`config.mk`:
```
export PLATFORM = sky130hd
export DESIGN_NAME = b1_core_arbiter
export DESIGN_NICKNAME = d
export VERILOG_FILES = /design/src/rtl/b1_arb_pkg.sv /design/src/rtl/b1_rr_pick.sv /design/src/rtl/b1_core_arbiter.sv
export SDC_FILE = /design/constraint.sdc
export NUM_CORES = 1
export LEC_CHECK = 0
export BUFFER_PORTS_ARGS = -buffer_cell sky130_fd_sc_hd__buf_2
export CORE_ASPECT_RATIO = 1.75
export CORE_MARGIN = 2
export CORE_UTILIZATION = 50
export DETAILED_ROUTE_END_ITERATION = 10
export MAX_ROUTING_LAYER = met4
export PLACE_DENSITY = 0.85
export SYNTH_ARGS = -nofsm -noshare
export SYNTH_HDL_FRONTEND = slang
export SYNTH_SLANG_ARGS = --single-unit
```
`constraint.sdc`:
```
create_clock -name clk_pad -period 2.7 [get_ports clk_pad]
set_clock_uncertainty 0.05 [all_clocks]
set_input_delay 0 -clock clk_pad [delete_from_list [all_inputs] [get_ports clk_pad]]
set_output_delay 0 -clock clk_pad [all_outputs]
set_load 0.005 [all_outputs]
```
`src/rtl/b1_arb_pkg.sv`:
```
// Shared types and the b1 core function for the round-robin b1 core arbiter.
// The core is purely combinational; the per-requester d state lives in the arbiter.
package b1_arb_pkg;

  localparam int B1_NUM_REQ_DEF = 4;

  typedef enum logic [1:0] {IDLE, EVAL, RESP} arb_state_e;

  typedef struct packed {
    logic e;
    logic f;
    logic g;
  } b1_out_t;

  function automatic b1_out_t b1_eval(input logic a, input logic b, input logic d);
    b1_out_t o;
    o.e = a ^ b;
    o.f = d ? (~a & ~b) : (a & b);
    o.g = ~d;
    return o;
  endfunction

endpackage

```
`src/rtl/b1_rr_pick.sv`:
```
// Combinational round-robin picker: first valid index after 'last', wrapping to 0.
module b1_rr_pick #(
  parameter int NUM_REQ = 4,
  parameter int ID_W    = $clog2(NUM_REQ)
) (
  input  logic [NUM_REQ-1:0] valid,
  input  logic [ID_W-1:0]    last,
  output logic [NUM_REQ-1:0] grant,
  output logic [ID_W-1:0]    idx,
  output logic               any_valid
);

  always_comb begin
    grant     = '0;
    idx       = '0;
    any_valid = 1'b0;
    // Search last+1 .. last+NUM_REQ so the previous winner has lowest priority.
    for (int i = 1; i <= NUM_REQ; i++) begin
      if (!any_valid && valid[ID_W'((int'(last) + i) % NUM_REQ)]) begin
        any_valid = 1'b1;
        idx       = ID_W'((int'(last) + i) % NUM_REQ);
        grant[ID_W'((int'(last) + i) % NUM_REQ)] = 1'b1;
      end
    end
  end

endmodule

```
`src/rtl/b1_core_arbiter.sv`:
```
// Round-robin sharing of one b1 core among NUM_REQ requesters, each with its own d bit.
// Define B1_ARB_FAST_ACCEPT_EN to accept the next request in the response-handshake cycle.
module b1_core_arbiter
  import b1_arb_pkg::*;
#(
  parameter int NUM_REQ = B1_NUM_REQ_DEF,
  parameter int ID_W    = $clog2(NUM_REQ)
) (
  input  logic               clk_pad,
  input  logic               rst_pad,
  input  logic [NUM_REQ-1:0] req_valid_pad,
  input  logic [NUM_REQ-1:0] req_a_pad,
  input  logic [NUM_REQ-1:0] req_b_pad,
  output logic [NUM_REQ-1:0] req_ready_pad,
  output logic               rsp_valid_pad,
  output logic [ID_W-1:0]    rsp_id_pad,
  output logic               rsp_e_pad,
  output logic               rsp_f_pad,
  output logic               rsp_g_pad,
  input  logic               rsp_ready_pad,
  output logic [NUM_REQ-1:0] ctx_d_pad,
  output logic               busy_pad
);

  arb_state_e           state, state_nxt;
  logic [ID_W-1:0]      last_q, id_q, pick_idx;
  logic [NUM_REQ-1:0]   pick_grant, ctx_q, ctx_nxt;
  logic                 pick_any, accept, a_q, b_q;
  b1_out_t              core;

  b1_rr_pick #(.NUM_REQ(NUM_REQ), .ID_W(ID_W)) u_pick (
    .valid     (req_valid_pad),
    .last      (last_q),
    .grant     (pick_grant),
    .idx       (pick_idx),
    .any_valid (pick_any)
  );

  assign core = b1_eval(a_q, b_q, ctx_q[id_q]);

  always_comb begin
    state_nxt     = state;
    accept        = 1'b0;
    req_ready_pad = '0;
    case (state)
      IDLE: begin
        if (pick_any) begin
          accept        = 1'b1;
          req_ready_pad = pick_grant;
          state_nxt     = EVAL;
        end
      end
      EVAL: state_nxt = RESP;
      RESP: begin
        if (rsp_ready_pad) begin
`ifdef B1_ARB_FAST_ACCEPT_EN
          if (pick_any) begin
            accept        = 1'b1;
            req_ready_pad = pick_grant;
            state_nxt     = EVAL;
          end else begin
            state_nxt     = IDLE;
          end
`else
          state_nxt = IDLE;
`endif
        end
      end
      default: state_nxt = IDLE;
    endcase
  end

  // Each context bit only changes in the EVAL cycle of its own requester.
  for (genvar r = 0; r < NUM_REQ; r++) begin : g_ctx
    assign ctx_nxt[r] = (state == EVAL && id_q == ID_W'(r)) ? core.f : ctx_q[r];
  end

  always_ff @(posedge clk_pad) begin
    if (rst_pad) begin
      state         <= IDLE;
      last_q        <= ID_W'(NUM_REQ - 1);
      id_q          <= '0;
      a_q           <= 1'b0;
      b_q           <= 1'b0;
      ctx_q         <= '0;
      rsp_valid_pad <= 1'b0;
      rsp_id_pad    <= '0;
      rsp_e_pad     <= 1'b0;
      rsp_f_pad     <= 1'b0;
      rsp_g_pad     <= 1'b0;
    end else begin
      state <= state_nxt;
      ctx_q <= ctx_nxt;
      if (accept) begin
        a_q    <= req_a_pad[pick_idx];
        b_q    <= req_b_pad[pick_idx];
        id_q   <= pick_idx;
        last_q <= pick_idx;
      end
      if (state == EVAL) begin
        rsp_valid_pad <= 1'b1;
        rsp_id_pad    <= id_q;
        rsp_e_pad     <= core.e;
        rsp_f_pad     <= core.f;
        rsp_g_pad     <= core.g;
      end else if (state == RESP && rsp_ready_pad) begin
        rsp_valid_pad <= 1'b0;
      end
    end
  end

  assign ctx_d_pad = ctx_q;
  assign busy_pad  = (state != IDLE);

endmodule

```
# == After elaboration in Yosys (flattened, before gate mapping) ==
# Index checks and enable logic that the tools add are counted.
# W data, S select, Z words.
# word_totals
out_inout_bits,15
reg_bits,18
in_bits,15
elab_cells,112
# classes
n_lt_le_gt_ge,10
n_reduce_logical,20
n_mux,48
addsub,4
n_eq_ne,7
n_bitwise,9
# ops
cell,count
$mux W1,24
$mux W4,6
$lt A2 B4 Y1 const B,4
$bmux W1 S2,7
$logic_and A1 B1 Y1,12
$mux W2,6
$or A4 B4 Y4,3
$demux W1 S2,4
$ge A2 B1 Y1 const B,4
$eq A2 B2 Y1 const B,3
$lt A2 B3 Y1 const B,2
$pmux W2 S3,1
$add A2 B1 Y2 const B,2
$add A2 B2 Y2 const B,2
$eq A2 B1 Y1 const B,2
$logic_not A2 Y1,2
$ne A2 B2 Y1 const B,2
$reduce_bool A2 Y1,2
$logic_not A1 Y1,3
$not A1 Y1,3
$and A1 B1 Y1,2
$reduce_and A2 Y1,1
$xor A1 B1 Y1,1

# == Depth between registers and ports, before layout ==
# logic_depth
ltp_word,16
mapped_depth,11
ltp_nobuf,9

# == Cells and area by module ==
# From an unflattened synthesis, not the netlist that was laid out.
# hier_totals
cells_unflattened,147
hier_area_um2,1376.3
# by_module_without_submodules
mod,area_per_inst_um2,cells_per_inst,seq_area_each_um2,n_inst
b1_core_arbiter,894.6,94,360.3,1
b1_rr_pick,481.7,53,0.0,1

# == Worst setup path after synthesis ==
# OpenSTA, ideal clock, no wires.
# synth_timing
path_type,register to register
start,register last_q[0]
end,register a_q
required_ns,2.559
n_path_buf,0
path_slack_ns,-0.054
t_arrival_ns,2.613
stages_incl_launch_ff,10
period_less_slack_ns,2.754
setup_time_ns,0.091
path_cell_list,dfxtp_1 -> inv_1 -> ha_1 -> mux2i_1 -> nor3b_2 -> nor3_1 -> o32a_1 -> nor2_4 -> o2111ai_1 -> a311oi_1
# synth_between
elab_chain_len,16
elab_cells_between_ends,34
cone_classes,add/sub (4); mux (24); reduce/logical (6)
# synth_lines
item,line_no,text
"start, declared",b1_core_arbiter.sv:26,"logic [ID_W-1:0] last_q, id_q, pick_idx;"
"start signal, assigned",b1_core_arbiter.sv:81,last_q <= ID_W'(NUM_REQ - 1);
"start signal, assigned",b1_core_arbiter.sv:98,last_q <= pick_idx;
$add A2 B1 Y2,"b1_rr_pick.sv:19, b1_rr_pick.sv:21",
$bmux W1 S2,b1_rr_pick.sv:19,if (!any_valid && valid[ID_W'((int'(last) + i) % NUM_REQ)]) begin
$mux W1 (not written as such) (2 in a row),b1_rr_pick.sv:19,
$mux W1,b1_rr_pick.sv:19,
$logic_not A1 Y1,b1_rr_pick.sv:19,
$logic_and A1 B1 Y1,b1_rr_pick.sv:19,
$mux W1,b1_rr_pick.sv:19,
$logic_not A1 Y1,b1_rr_pick.sv:19,
$logic_and A1 B1 Y1,b1_rr_pick.sv:19,
$mux W1,b1_rr_pick.sv:19,
$logic_not A1 Y1,b1_rr_pick.sv:19,
$logic_and A1 B1 Y1,b1_rr_pick.sv:19,
$mux W2 / $mux W1 (equally long branches),b1_rr_pick.sv:19,
$bmux W1 S2 / $mux W1 (equally long branches),"b1_core_arbiter.sv:95, b1_core_arbiter.sv:47",
$mux W1 (on tied branches),"b1_core_arbiter.sv:95, b1_core_arbiter.sv:45",
"end signal, assigned",b1_core_arbiter.sv:95,a_q <= req_a_pad[pick_idx];
"end, declared",b1_core_arbiter.sv:28,"logic pick_any, accept, a_q, b_q;"
# Several ways; a longest one is shown, not always the timed one. The select of a mux whose other input is x is not followed.
# A chain may end at the register's enable or synchronous reset.

# == Worst setup path after layout ==
# layout_timing
start,register last_q[1]
end,register b_q
# layout_between
elab_chain_len,16
elab_cells_between_ends,34
cone_classes,add/sub (4); mux (24); reduce/logical (6)
# layout_lines
item,line_no,text
$add A2 B1 Y2,"b1_rr_pick.sv:19, b1_rr_pick.sv:21",
$bmux W1 S2,b1_rr_pick.sv:19,
$mux W1 (not written as such) (2 in a row),b1_rr_pick.sv:19,
$mux W1,b1_rr_pick.sv:19,
$logic_not A1 Y1,b1_rr_pick.sv:19,
$logic_and A1 B1 Y1,b1_rr_pick.sv:19,
$mux W1,b1_rr_pick.sv:19,
$logic_not A1 Y1,b1_rr_pick.sv:19,
$logic_and A1 B1 Y1,b1_rr_pick.sv:19,
$mux W1,b1_rr_pick.sv:19,
$logic_not A1 Y1,b1_rr_pick.sv:19,
$logic_and A1 B1 Y1,b1_rr_pick.sv:19,
$mux W2 / $mux W1 (equally long branches),b1_rr_pick.sv:19,
$bmux W1 S2 / $mux W1 (equally long branches),"b1_core_arbiter.sv:96, b1_core_arbiter.sv:47",
$mux W1 (on tied branches),"b1_core_arbiter.sv:96, b1_core_arbiter.sv:45",
"end signal, assigned",b1_core_arbiter.sv:96,b_q <= req_b_pad[pick_idx];
"end, declared",b1_core_arbiter.sv:28,
# Several ways; a longest one is shown, not always the timed one. The select of a mux whose other input is x is not followed.

==> impl_metrics.ini <==
[outcome]
status = finished, final reports clean

[final_layout]
fin_area_mm2 = 0.00174
regArea_um2 = 360
finalNonFillerCells = 234
n_antenna_cell = 0
nNetsFinal = 233
drive_gt1_share_pct = 31.1
nFillCells = 255
multi_input_area_mm2 = 0.00108
final_cell_mix = buf_2 (29), nor2_1 (26), dfxtp_1 (18)
final_common_cell = buf_2
synthToLayoutAreaGrowth_pct = 13.8
finalCoreUtilization_pct = 59.4

[timing]
layout_min_cycle_time_ns = 2.55
setup-tns-final_ns = 0
tightestPinTransition_ns = 0.602
layout_setup_ws_ns = 0.151
hold_viol = 0
fmax_ghz = 0.392
rsz0062_at_grt = yes
timing.hold.ws_ns = 0.0245
maxSlewViolCount = 0
slew_headroom_pct = 59.8
finalSetupViolCount = 0
finalCritPeriodShare_pct = 94.4

[global_routing]
grt_max_degree = 26
grt_pass1_vias = 1209
antenna_found_initial = 0
grt_pass1_wl_mm = 5.24
grt_usage_pct = 20.1
grt-ovfl-total = 0

[synth]
syn_avg_cell_area_um2 = 8.49
synth_top_area_share_pct = 23.6
synthArstFlopShare_pct = 0
ys_top_cells_by_area = dfxtp_1 (24%), ha_1 (8.2%), mux2i_1 (6.6%), nor2_1 (6.4%), mux4_2 (4.4%)
synth_area_mm2 = 0.00153
synth_top_area_cell = dfxtp_1
ys_warn_count = 0
synth-edff-count = 0
synth_nets = 205
ys_types = 47
synth_cells = 180
ys_ff_latch = 18
synth-seq-area-share_pct = 23.6
synth_flop_cell = dfxtp_1

[clocking]
cts.clk_slew.worst_paths_ns = 0.07
h-tree-depth = 1
cts_tree = built
cts_sinks = 18
cts_buffers = 3
cts-root-buf = clkbuf_8
postCtsHoldBufs = 0
worstSkewPairLatency_ns = 0.26
cts_buffer_depth = 2

[drt]
route.detailed.drc = 0
routed_wl_mm = 3.37
drtIter0Drc = 25
via_count = 1410
wl_per_cell_um = 14.4
viasPerCell = 6.03
first_pass_iters = 5
ant_nets = 0

[pwr]
combPwrFrac_pct = 71.1
power_density_mw_per_mm2 = 1200
leakagePower_nw = 0.755
finalPower_mw = 2.08
pwr-share-seq_pct = 19.9
switchingPower_mw = 0.972
clkPwrFrac_pct = 9.0
swShare_pct = 46.7
peakVddDrop_v = 0.000673
intPower_mw = 1.11

[setup_path]
critPathLaunch = last_q[1]
cp.required_ns = 2.82
critPathLaunchType = flop
endpoint_kind = flop
worstPathMaxFanout = 9
reg2reg_from = last_q[1]
cp.arrival_ns = 2.67
crit_type = reg2reg

[die]
start_util_pct = 52.2
fp.dieW_um = 45.8
core_mm2 = 0.00293
dieArea_mm2 = 0.00353
die_h_um = 77.1
io_pins = 30
rows = 26

[placement]
place_inst = 231
place_congestion = 0.845
dpl-instance-area_mm2 = 0.00166
port_buffers = 29
hpwlAfterDp_mm = 2.58
pre_cts_ws_ns = 0.154

[hold_path]
hold_class = in2reg
hp-start = rsp_ready_pad

[flow_run]
max-cap-violations = 0
-- cells by family after synthesis --
group	count (synthesis)	share of synthesized area, %
AOI/OAI and AO/OA	39	18.3
xor gates and xnor gates	1	0.573
adders and majority gates	10	8.19
buffers and inverters	19	8.19
DFF	18	23.6
muxes	18	15.4
and+or+nand+nor	75	25.8
-- final cells by class --
cell class,count,share of cell area [%]
clock buffers,3,2.37
multi-input cells,143,62.2
flip-flops and latches,18,20.7
well taps,28,2.01
inverters,6,1.29
repair buffers,36,11.4
-- synthesized netlist by cell type, types with 2 or more instances --
cell type  count
o21ai_0        3
inv_1          6
dfxtp_1       18
a22oi_1        2
a221oi_1       4
mux4_2         3
nor2_1        26
nand2_1       13
or3_1          3
a211oi_1       2
mux2_2         4
o32a_1         2
nor2b_1        3
nor3_2         2
o2111ai_1      2
ha_1          10
or2_0          2
clkbuf_1       3
nand3b_1       2
buf_4          3
nor3_1        11
mux2i_1       10
a21oi_1       13
or2_2          2
buf_6          5
nand3_1        3
a311oi_1       2
o21bai_1       2
-- repair_timing --
item                       CTS  global route
gates resized for setup      0             8
buffers inserted             0             0
setup endpoints to repair    0             7
-- state kept, by name, indices dropped and copies added (netlist names) --
| register | flops |
|---|---|
| a_q | 1 |
| ctx_d_pad | 4 |
| rsp_id_pad | 2 |
| rsp_g_pad | 1 |
| b_q | 1 |
| id_q | 2 |
| rsp_valid_pad | 1 |
| state | 2 |
| rsp_f_pad | 1 |
| last_q | 2 |
| rsp_e_pad | 1 |
-- power groups by stage --
stage / clock network (mW) / registers (mW) / logic, mW
floorplan: 0 / 0.417 / 1.12
global placement: 0 / 0.412 / 1.39
detailed placement: 0 / 0.419 / 1.41
CTS: 0.189 / 0.412 / 1.42
global route: 0.203 / 0.426 / 1.61
finish: 0.187 / 0.413 / 1.48
-- worst max-delay path, stage by stage, from the launching register on --
cell and delay [ns]:
dfxtp_1 0.33, inv_1 0.06, ha_2 0.39, buf_4 0.19, nor2b_1 0.07, a2111oi_1 0.36
nor3_1 0.08, o32a_1 0.39, nor2_4 0.15, o2111ai_1 0.12, a311oi_1 0.27
-- worst paths after layout --
path,slack [ns],cells after the start,to
setup / recovery,0.15,10,b_q
hold / removal,0.02,4,state[1]
setup reg to reg,0.15,10,b_q
hold reg to reg,0.40,2,rsp_e_pad
-- layer usage --
layer / routed length (µm) / global-route usage [%] / part of all wire, % / up-vias
li1: - / - / - / 699
met1: 1230 / 19.6 / 36 / 662
met2: 1970 / 37.0 / 59 / 42
met3: 99 / 1.41 / 2.9 / 7
met4: 65 / 9.43 / 1.9 / 0
met5: 0 / - / 0 / -
(Power assumes the default switching activity.)
